`config.mk`:
```
export PLATFORM = sky130hd
export DESIGN_NAME = prog_ctrl
export DESIGN_NICKNAME = d
export VERILOG_FILES = /design/src/rtl/ctrl_pkg.sv /design/src/rtl/sat_counter.sv /design/src/rtl/prog_ctrl.sv
export SDC_FILE = /design/constraint.sdc
export NUM_CORES = 1
export LEC_CHECK = 0
export ABC_AREA = 1
export CAP_MARGIN = 20
export CORE_ASPECT_RATIO = 1.75
export CORE_MARGIN = 2
export CORE_UTILIZATION = 45
export CTS_CLUSTER_DIAMETER = 30
export DETAILED_ROUTE_END_ITERATION = 8
export GPL_TIMING_DRIVEN = 0
export PLACE_DENSITY_LB_ADDON = 0.08
export SYNTH_ARGS = -nofsm -noshare
export SYNTH_HDL_FRONTEND = slang
export SYNTH_SLANG_ARGS = --single-unit
```
`constraint.sdc`:
```
create_clock -name clk -period 3.2 [get_ports clk]
set_clock_uncertainty 0.2 [all_clocks]
set_input_delay 0.32 -clock clk [delete_from_list [all_inputs] [get_ports clk]]
set_output_delay 0.32 -clock clk [all_outputs]
set_load 0.02 [all_outputs]
```
`src/rtl/ctrl_pkg.sv`:
```
// Shared run-control types and default widths for the core's fetch path,
// sequencer and top level.
package ctrl_pkg;

  localparam int DEF_PC_W  = 10;
  localparam int DEF_CNT_W = 16;

  typedef enum logic [1:0] {
    IDLE = 2'd0,
    RUN  = 2'd1,
    DONE = 2'd2
  } state_t;

endpackage

```
`src/rtl/sat_counter.sv`:
```
// Up-counter with synchronous clear that sticks at all-ones instead of
// wrapping.
module sat_counter #(
  parameter int W = 16
) (
  input  logic         clk,
  input  logic         clear,
  input  logic         en,
  output logic [W-1:0] count
);

  always_ff @(posedge clk) begin
    if (clear) begin
      count <= '0;
    end else if (en && (count != {W{1'b1}})) begin
      count <= count + W'(1);
    end
  end

endmodule

```
`src/rtl/prog_ctrl.sv`:
```
// Run-control sequencer: owns the PC, the req/done start-finish handshake,
// the architectural write gate and the run statistics.
module prog_ctrl
  import ctrl_pkg::*;
#(
  parameter int PC_W       = DEF_PC_W,
  parameter int CNT_W      = DEF_CNT_W,
  parameter int MAX_CYCLES = 4096
) (
  input  logic             clk,
  input  logic             reset,
  input  logic             req,
  input  logic             halt,
  input  logic             stall,
  input  logic             br_taken,
  input  logic             br_rel,
  input  logic [PC_W-1:0]  br_target,
  output logic [PC_W-1:0]  pc,
  output logic             run,
  output logic             done,
  output logic             timeout,
  output logic [CNT_W-1:0] cycle_count,
  output logic [CNT_W-1:0] instr_count,
  output state_t           state
);

  // A limit beyond the counter range can never be reached, so it disables
  // the watchdog just like MAX_CYCLES = 0.
  localparam bit WD_EN = (MAX_CYCLES > 0) &&
                         (longint'(MAX_CYCLES) <= (longint'(1) << CNT_W));
  localparam logic [CNT_W-1:0] WD_LAST = CNT_W'(WD_EN ? MAX_CYCLES - 1 : 0);

  // Handshake: a req pulse (even one shared with reset) arms the sequencer;
  // the run starts once req is low, and done stays high until the next
  // start or reset. req during a run only arms the next run.
  state_t           state_q;
  logic             armed;
  logic             start;
  logic             wd_hit;
  logic             cyc_en;
  logic             ins_en;
  logic [PC_W-1:0]  pc_next;

  assign start  = (state_q != RUN) && armed && !req;
  assign wd_hit = WD_EN && (cycle_count == WD_LAST);
  assign cyc_en = (state_q == RUN) && !wd_hit;
  assign ins_en = (state_q == RUN) && !wd_hit && !stall;
  assign state  = state_q;

  always_comb begin
    pc_next = pc + PC_W'(1);
    if (br_taken) begin
      pc_next = br_rel ? (pc + br_target) : br_target;
    end
  end

  always_ff @(posedge clk) begin
    if (reset) begin
      state_q <= IDLE;
      armed   <= req;
      pc      <= '0;
      run     <= 1'b0;
      done    <= 1'b0;
      timeout <= 1'b0;
    end else begin
      if (req) begin
        armed <= 1'b1;
      end
      case (state_q)
        IDLE, DONE: begin
          if (start) begin
            state_q <= RUN;
            armed   <= 1'b0;
            pc      <= '0;
            run     <= 1'b1;
            done    <= 1'b0;
            timeout <= 1'b0;
          end
        end
        RUN: begin
          if (wd_hit) begin
            state_q <= DONE;
            run     <= 1'b0;
            done    <= 1'b1;
            timeout <= 1'b1;
          end else if (stall) begin
            pc <= pc;
          end else if (halt) begin
            state_q <= DONE;
            run     <= 1'b0;
            done    <= 1'b1;
          end else begin
            pc <= pc_next;
          end
        end
        default: begin
          state_q <= IDLE;
          run     <= 1'b0;
          done    <= 1'b0;
        end
      endcase
    end
  end

  sat_counter #(.W(CNT_W)) u_cycle_cnt (
    .clk   (clk),
    .clear (reset || start),
    .en    (cyc_en),
    .count (cycle_count)
  );

  sat_counter #(.W(CNT_W)) u_instr_cnt (
    .clk   (clk),
    .clear (reset || start),
    .en    (ins_en),
    .count (instr_count)
  );

endmodule

```
==> PnR_summary.wiki <==
{| class="wikitable"
! Metric !! Value
|-
| Status || finished clean
|-
| Top cells by area in the synthesized netlist || sky130_fd_sc_hd__dfxtp_1, sky130_fd_sc_hd__nand2_1, sky130_fd_sc_hd__a21oi_1, sky130_fd_sc_hd__inv_1, sky130_fd_sc_hd__nand3_1
|-
| Critical register-to-register path startpoint || pc[0]
|-
| Routability congestion estimate || 0.924
|-
| Crit share post-route || 0.773
|-
| Distinct cell type count of the synthesized netlist || 37
|-
| Cell depth of the worst hold path || 2
|-
| PortBufs || 61
|-
| Reg2reg path depth || 11
|-
| Startpoint of the tightest hold check path || reset
|-
| Antenna violations before repair || 0
|-
| Commonest register cell after synthesis || sky130_fd_sc_hd__dfxtp_1
|-
| FF/Latch Area || 941 um2
|-
| Share of the synthesized area in the top cell type || 0.284
|-
| Skew-Pair Late Insertion Delay || 290 ps
|-
| Warning count from the yosys run || 0
|-
| Count of hold-fix buffers inserted at cts || 0
|-
| Inserted Clock Buffers || 5
|-
| Number of setup violations in the final report || 0
|-
| Post-Route Hold Slack || 163 ps
|-
| Synthesized area per cell || around 6.3 um2
|-
| Critical path type || flip-flop to flip-flop
|-
| Register bit total from synthesis || between 40 and 50
|-
| Leakage || 1.67 nW
|-
| Leading area contributor after synthesis || sky130_fd_sc_hd__dfxtp_1
|-
| H-tree Lvls || 2
|-
| Max stage delay on crit path || 520 ps
|-
| Hpwl dp || 7.14 mm
|-
| Initial Util || 0.461
|-
| DRT Wirelength || 8.96 mm
|-
| Time the worst path needs with I/O delays and setup || 2470 ps
|-
| Count of endpoints failing hold in the final timing report || 0
|-
| Cells after Synth || 523
|-
| Minimum setup slack after placement || 455 ps
|-
| Number of max-capacitance violations reported || 0
|-
| Via count || 3534
|-
| Quantity of gates resized following cts || 0
|-
| Most frequent cell on the critical path || sky130_fd_sc_hd__nand2_1
|-
| Clock slew seen by the registers of the worst setup and hold paths || around 60 ps
|-
| Crit-path cells || ha_1 -> inv_1 -> fa_1 -> nand3b_1 -> nand2_1 -> nand2_1 -> nand2_1 -> nor2_1 -> o21ai_0 -> nand2_1 -> a21oi_1
|-
| CP Max Fanout || 9
|-
| Total Neg Setup Slack || 0 ps
|-
| Required time at the endpoint of the critical path || approximately 3200 ps
|-
| Number of pins with negative max-slew slack in the final report || 0
|-
| Die area || 8080 um2
|-
| Total I/O pin count || 64
|-
| Width of the die || around 70 um
|-
| Share of synthesized registers carrying an async set or reset || 0
|-
| Postcts setup bufs || 0
|-
| Row count || between 40 and 50
|-
| Per-cell routed wire length || 13.2 um
|-
| Clock sink count || 47
|-
| Placed cell count || between 600 and 700
|-
| Post-layout worst setup margin || 726 ps
|-
| Number of global-route vias before repair || 3351
|-
| Setup repair after global routing missed its margin || false
|-
| Critical-path cell with the highest stage delay || sky130_fd_sc_hd__dfxtp_1
|-
| RR Endpoint || pc[6]
|-
| Number of standard cells in the final layout excluding fillers || 678
|-
| Critical path startpoint category || flip-flop
|-
| Post-Synthesis Cell Area || 3310 um2
|-
| Data arrival time of the critical path || 2490 ps
|-
| Net count after synthesis || 553
|-
| Pin count of the biggest net entering global routing || 15
|-
| Floorplan core area || approximately 7000 um2
|-
| DRC violations left || 0
|-
| Pwr Total || 0.00133 W
|-
| Final nets || approximately 620
|-
| DIE HEIGHT || roughly 120 um
|-
| Number of flops mapped to enable cells by yosys || 0
|-
| DRC violation total after the first TritonRoute iteration || roughly 210
|-
| Multi-input gate area || between 2000 and 2500 um2
|-
| Layout fillers || roughly 730
|-
| Largest voltage drop on the vdd net || roughly 0.00038 V
|-
| Register area share after synthesis || 0.284
|-
| Antenna cells || 0
|-
| Capturing element type of the critical path || flip-flop
|-
| TritonCTS clock tree || built
|-
| Clk root buf || sky130_fd_sc_hd__clkbuf_16
|-
| Share of cells above drive strength 1 || 0.0693
|-
| Worst hold path endpoint || timeout
|-
| Wire length of the first global-routing pass || 14.7 mm
|-
| Synthesis-to-finish area growth || 25.9%
|-
| Actual transition at the worst max-transition pin || 539 ps
|-
| Number of antenna-violating nets in the routed design || 0
|-
| Detailed Routing Iterations Pass 1 || 4
|-
| Slew margin rel. || 0.641
|-
| Register-to-register setup slack || approximately 730 ps
|-
| Total power per unit cell area || 320 nW/um2
|-
| Gr ovfl total || 0
|-
| Hold Path Class || input pin to flip-flop
|-
| Fmax || 404 MHz
|-
| Number of vias per cell after detailed routing || 5.21
|-
| Overall fraction of global-route tracks in use || 0.237
|-
| Maximum clock path buffer count || 2
|}
==> placed cells by master (no fill, tap or decap), types with 2 or more instances in the layout <==
master	count
sky130_fd_sc_hd__nand2_1	152
sky130_fd_sc_hd__clkdlybuf4s50_1	61
sky130_fd_sc_hd__a21oi_1	59
sky130_fd_sc_hd__inv_1	57
sky130_fd_sc_hd__nor2_1	51
sky130_fd_sc_hd__dfxtp_1	47
sky130_fd_sc_hd__nand3_1	41
sky130_fd_sc_hd__nor3_1	14
sky130_fd_sc_hd__o21ai_0	13
sky130_fd_sc_hd__ha_1	12
sky130_fd_sc_hd__xor2_1	11
sky130_fd_sc_hd__xnor2_1	9
sky130_fd_sc_hd__nand4_1	8
sky130_fd_sc_hd__clkbuf_1	5
sky130_fd_sc_hd__inv_2	5
sky130_fd_sc_hd__clkbuf_16	5
sky130_fd_sc_hd__nor2_2	4
sky130_fd_sc_hd__nand2_2	4
sky130_fd_sc_hd__buf_6	3
sky130_fd_sc_hd__nand3b_1	3
sky130_fd_sc_hd__clkinv_2	3
sky130_fd_sc_hd__nand3_2	2
sky130_fd_sc_hd__nand2_4	2
sky130_fd_sc_hd__nor2_4	2
sky130_fd_sc_hd__buf_4	2
sky130_fd_sc_hd__buf_2	2
sky130_fd_sc_hd__or2_2	2
==> per-stage QoR <==
stage,utilization,instance area [um2]
3_5_place_dp,0.561,4030
3_3_place_gp,0.561,4030
4_1_cts,0.580,4170
5_1_grt,0.580,4170
6_report,0.580,4170
2_1_floorplan,-,3310
==> worst max path at each step <==
stage / start / slack (ps) / to / cells past startpoint
final: pc[0] / 730 / pc[6] / 11
after global routing: pc[0] / 440 / pc[6] / 11
after CTS: pc[0] / 700 / pc[6] / 11
after detailed placement: br_target[0] / 460 / pc[6] / 12
after global placement: br_target[0] / 520 / pc[8] / 13
after floorplan: pc[0] / 990 / pc[6] / 11
==> sequential cells by signal, indices dropped and copies added, names as in the netlist <==
signal / cells
u_cycle_cnt.count: 16
u_instr_cnt.count: 16
pc: 10
state: 2
armed: 1
run: 1
timeout: 1
==> worst max-delay path: cells and delay by family, from the launching register on <==
kind | cells | cell delay, ps
buffers and inverters | 1 | 70
adder cells (fa/ha/maj) | 2 | 710
AO/OA/AOI/OAI | 2 | 320
AND/OR/NAND/NOR | 6 | 580
flip-flops | 1 | 520
==> synthesized netlist by cell type, types with 2 or more instances <==
library cell               count
sky130_fd_sc_hd__a21oi_1      59
sky130_fd_sc_hd__buf_2         2
sky130_fd_sc_hd__buf_4         2
sky130_fd_sc_hd__buf_6         3
sky130_fd_sc_hd__clkbuf_1      5
sky130_fd_sc_hd__dfxtp_1      47
sky130_fd_sc_hd__ha_1         12
sky130_fd_sc_hd__inv_1        57
sky130_fd_sc_hd__inv_2         5
sky130_fd_sc_hd__nand2_1     152
sky130_fd_sc_hd__nand2_2       4
sky130_fd_sc_hd__nand2_4       2
sky130_fd_sc_hd__nand3_1      41
sky130_fd_sc_hd__nand3_2       2
sky130_fd_sc_hd__nand3b_1      3
sky130_fd_sc_hd__nand4_1       8
sky130_fd_sc_hd__nor2_1       51
sky130_fd_sc_hd__nor2_2        4
sky130_fd_sc_hd__nor2_4        2
sky130_fd_sc_hd__nor3_1       14
sky130_fd_sc_hd__o21ai_0      13
sky130_fd_sc_hd__or2_2         2
sky130_fd_sc_hd__xnor2_1       9
sky130_fd_sc_hd__xor2_1       11
==> final cells by class <==
cell class | instances | share of cell area
clock inverters | 3 | 0.00360
clock buffers | 5 | 0.0300
well taps | 86 | 0.0258
inverters | 62 | 0.0558
flip-flops and latches | 47 | 0.226
repair buffers | 61 | 0.147
multi-input cells | 401 | 0.490
plain buffers | 13 | 0.0222
==> layer usage <==
| layer | GRT usage | up-vias | wire (um) |
|---|---|---|---|
| li1 | - | 1827 | - |
| met1 | 0.232 | 1601 | 3230 |
| met2 | 0.438 | 80 | 5060 |
| met3 | 0.0403 | 26 | 321 |
| met4 | 0.129 | 0 | 351 |
| met5 | 0 | - | 0 |
==> report_power, final <==
part           total, W  switching (W)  internal (W)
Combinational  0.000219       0.000131     0.0000886
Sequential     0.000610      0.0000150      0.000595
Clock          0.000505       0.000219      0.000285
==> kinds of logic (layout without fill, tap and decap cells) <==
kind of cell	Yosys count	after routing	share of synthesized area
buf+inv	75	144	0.0983
compound gates	78	78	0.123
flops	47	47	0.284
xor+xnor	20	20	0.0529
fa+ha+maj	13	13	0.0514
simple gates	290	290	0.390
No activity file was read; power rests on OpenSTA's default activity.
==> variant: new RTL, config.mk and constraints unchanged <==
Set the package constant `DEF_PC_W` to 20 (it was 10).
--- a/src/rtl/ctrl_pkg.sv
+++ b/src/rtl/ctrl_pkg.sv
@@ -3,5 +3,5 @@
 package ctrl_pkg;
 
-  localparam int DEF_PC_W  = 10;
+  localparam int DEF_PC_W  = 20;
   localparam int DEF_CNT_W = 16;
 
Ports: changed (resized br_target and pc); port bits go from 64 to 84. No check against the original RTL was run, so the function may have changed too.
==> variant against the original RTL <==
  * Clock power up 100%
  * Synthesized area is 44% higher
  * Count of clock-buffer cells in the layout grew 7
  * Combinational power is 42% higher
  * Sequential cell count up 10
  * Hold slack about the same
  * Design area grew 45%
  * Critical endpoint is now pc[10]$_SDFFE_PP0P_
  * Core utilization is 0.68 points higher
  * Routed wire length increased by 68%
  * Total power is 55% higher
  * Setup slack lost 65 ps
  * Critical path depth decreased by 1
==> variant: results (changes against the original RTL) <==
[power_and_ir_drop]
p_leak_nw=2.37  ; +42%
swShare_pct=25.8  ; -1.6 points
clock_power_mw=1.03  ; +100%
seq-power_uw=735  ; +20%
power.density_nw_per_um2=343  ; +7.1%
vdd_drop_max_mv=0.420  ; +10%

[logic_synthesis]
synth-seq-cells=57  ; +21%
synth.net_count=811  ; +47%
synth_commonest_cells=229 x nand2_1, 89 x a21oi_1, 75 x inv_1, 59 x nor2_1, 57 x dfxtp_1
synth_xor_area_share_pct=4.97  ; -0.32 points
syn_avg_cell_area_um2=6.25  ; -1.2%
synth_cell_type_count=40  ; +8.1%
ys_seq_area_share_pct=24.0  ; -4.4 points
synthAdderAreaFrac_pct=6.21  ; +1.1 points
synth_compound_area_share_pct=16.0  ; +3.7 points

[setup_path]
crit_path_top_delay_cell=clkdlybuf4s50_1
critPathMaxStageDelay_ps=440  ; -80 ps
critPathMaxFanout=5  ; -4
r2r.worst_path.cells=10  ; -1
crit_arrival_ps=2590  ; +100 ps

[run_status]
status=finished, final reports clean

[finish]
largestRegisters=pc x20, u_cycle_cnt.count x16, u_instr_cnt.count x16
signal_buffer_area_fraction_pct=15.5  ; -1.4 points
n_fill_cell=1036  ; +42%
num-clock-buffers=12  ; +7
clk_share_pct=5.15  ; +1.8 points
multi_input_gates=602  ; +50%
layout.nets=904  ; +46%
final_cell_count_no_fill=985  ; +45%
drive_gt1_share_pct=8.28  ; +1.3 points
buffers=100  ; +35%

[route]
first_pass_iters=7  ; +3
drt-initial-drc-count=262  ; +24%
vias=5358  ; +52%
post_drt_wl_per_cell_um=15.3  ; +16%

[placed_design]
placed_cells=970  ; +45%
dp_slack_ps=447  ; -8.01 ps
routabilityCongestion=1.06  ; +15%
place_hpwl_mm=11.9  ; +66%
place.port_buffers=82  ; +34%

[floorplan]
die_area_um2=11400  ; +42%

[global_routing]
grt.met2_usage_pct=48.8  ; +5.1 points
grt_max_degree=11  ; -4
gr-usage-all-layers_pct=26.8  ; +3.1 points
use_met3_pct=5.28  ; +1.3 points

[cts]
clock_latency_ps=320  ; +30 ps
htree_num_levels=3  ; +1

[timing]
max_slew_margin_pct=52.9  ; -11 points

## variant: critical path, delay by kind of cell
kind / cells / cell delay, ps
AOI/OAI and AO/OA: 3 / 490
adders and majority gates: 1 / 380
and+or+nand+nor: 5 / 940
buffers and inverters: 1 / 440
## variant: cell families after synthesis
logic type                 after synthesis
xor gates and xnor gates                27
and+or+nand+nor                        413
buffers and inverters                  102
AOI/OAI and AO/OA                      139
adders and majority gates               23
DFF                                     57
## variant: path summary, 6_finish.rpt
| check | from | endpoint | slack (ps) |
|---|---|---|---|
| setup / recovery | br_target[9] | pc[10]$_SDFFE_PP0P_ | 660 |
| hold / removal | reset | pc[0]$_SDFFE_PP0P_ | 160 |
| setup reg to reg | pc[9]$_SDFFE_PP0P_ | pc[10]$_SDFFE_PP0P_ | 660 |
| hold reg to reg | armed$_DFF_P_ | armed$_DFF_P_ | 260 |
## variant: metal layers
metal  routed length (µm)  part of all wire, %
met3                  676                  4.5
met1                 5460                   36
met5                    0                    0
met4                  891                  5.9
met2                 8070                   53
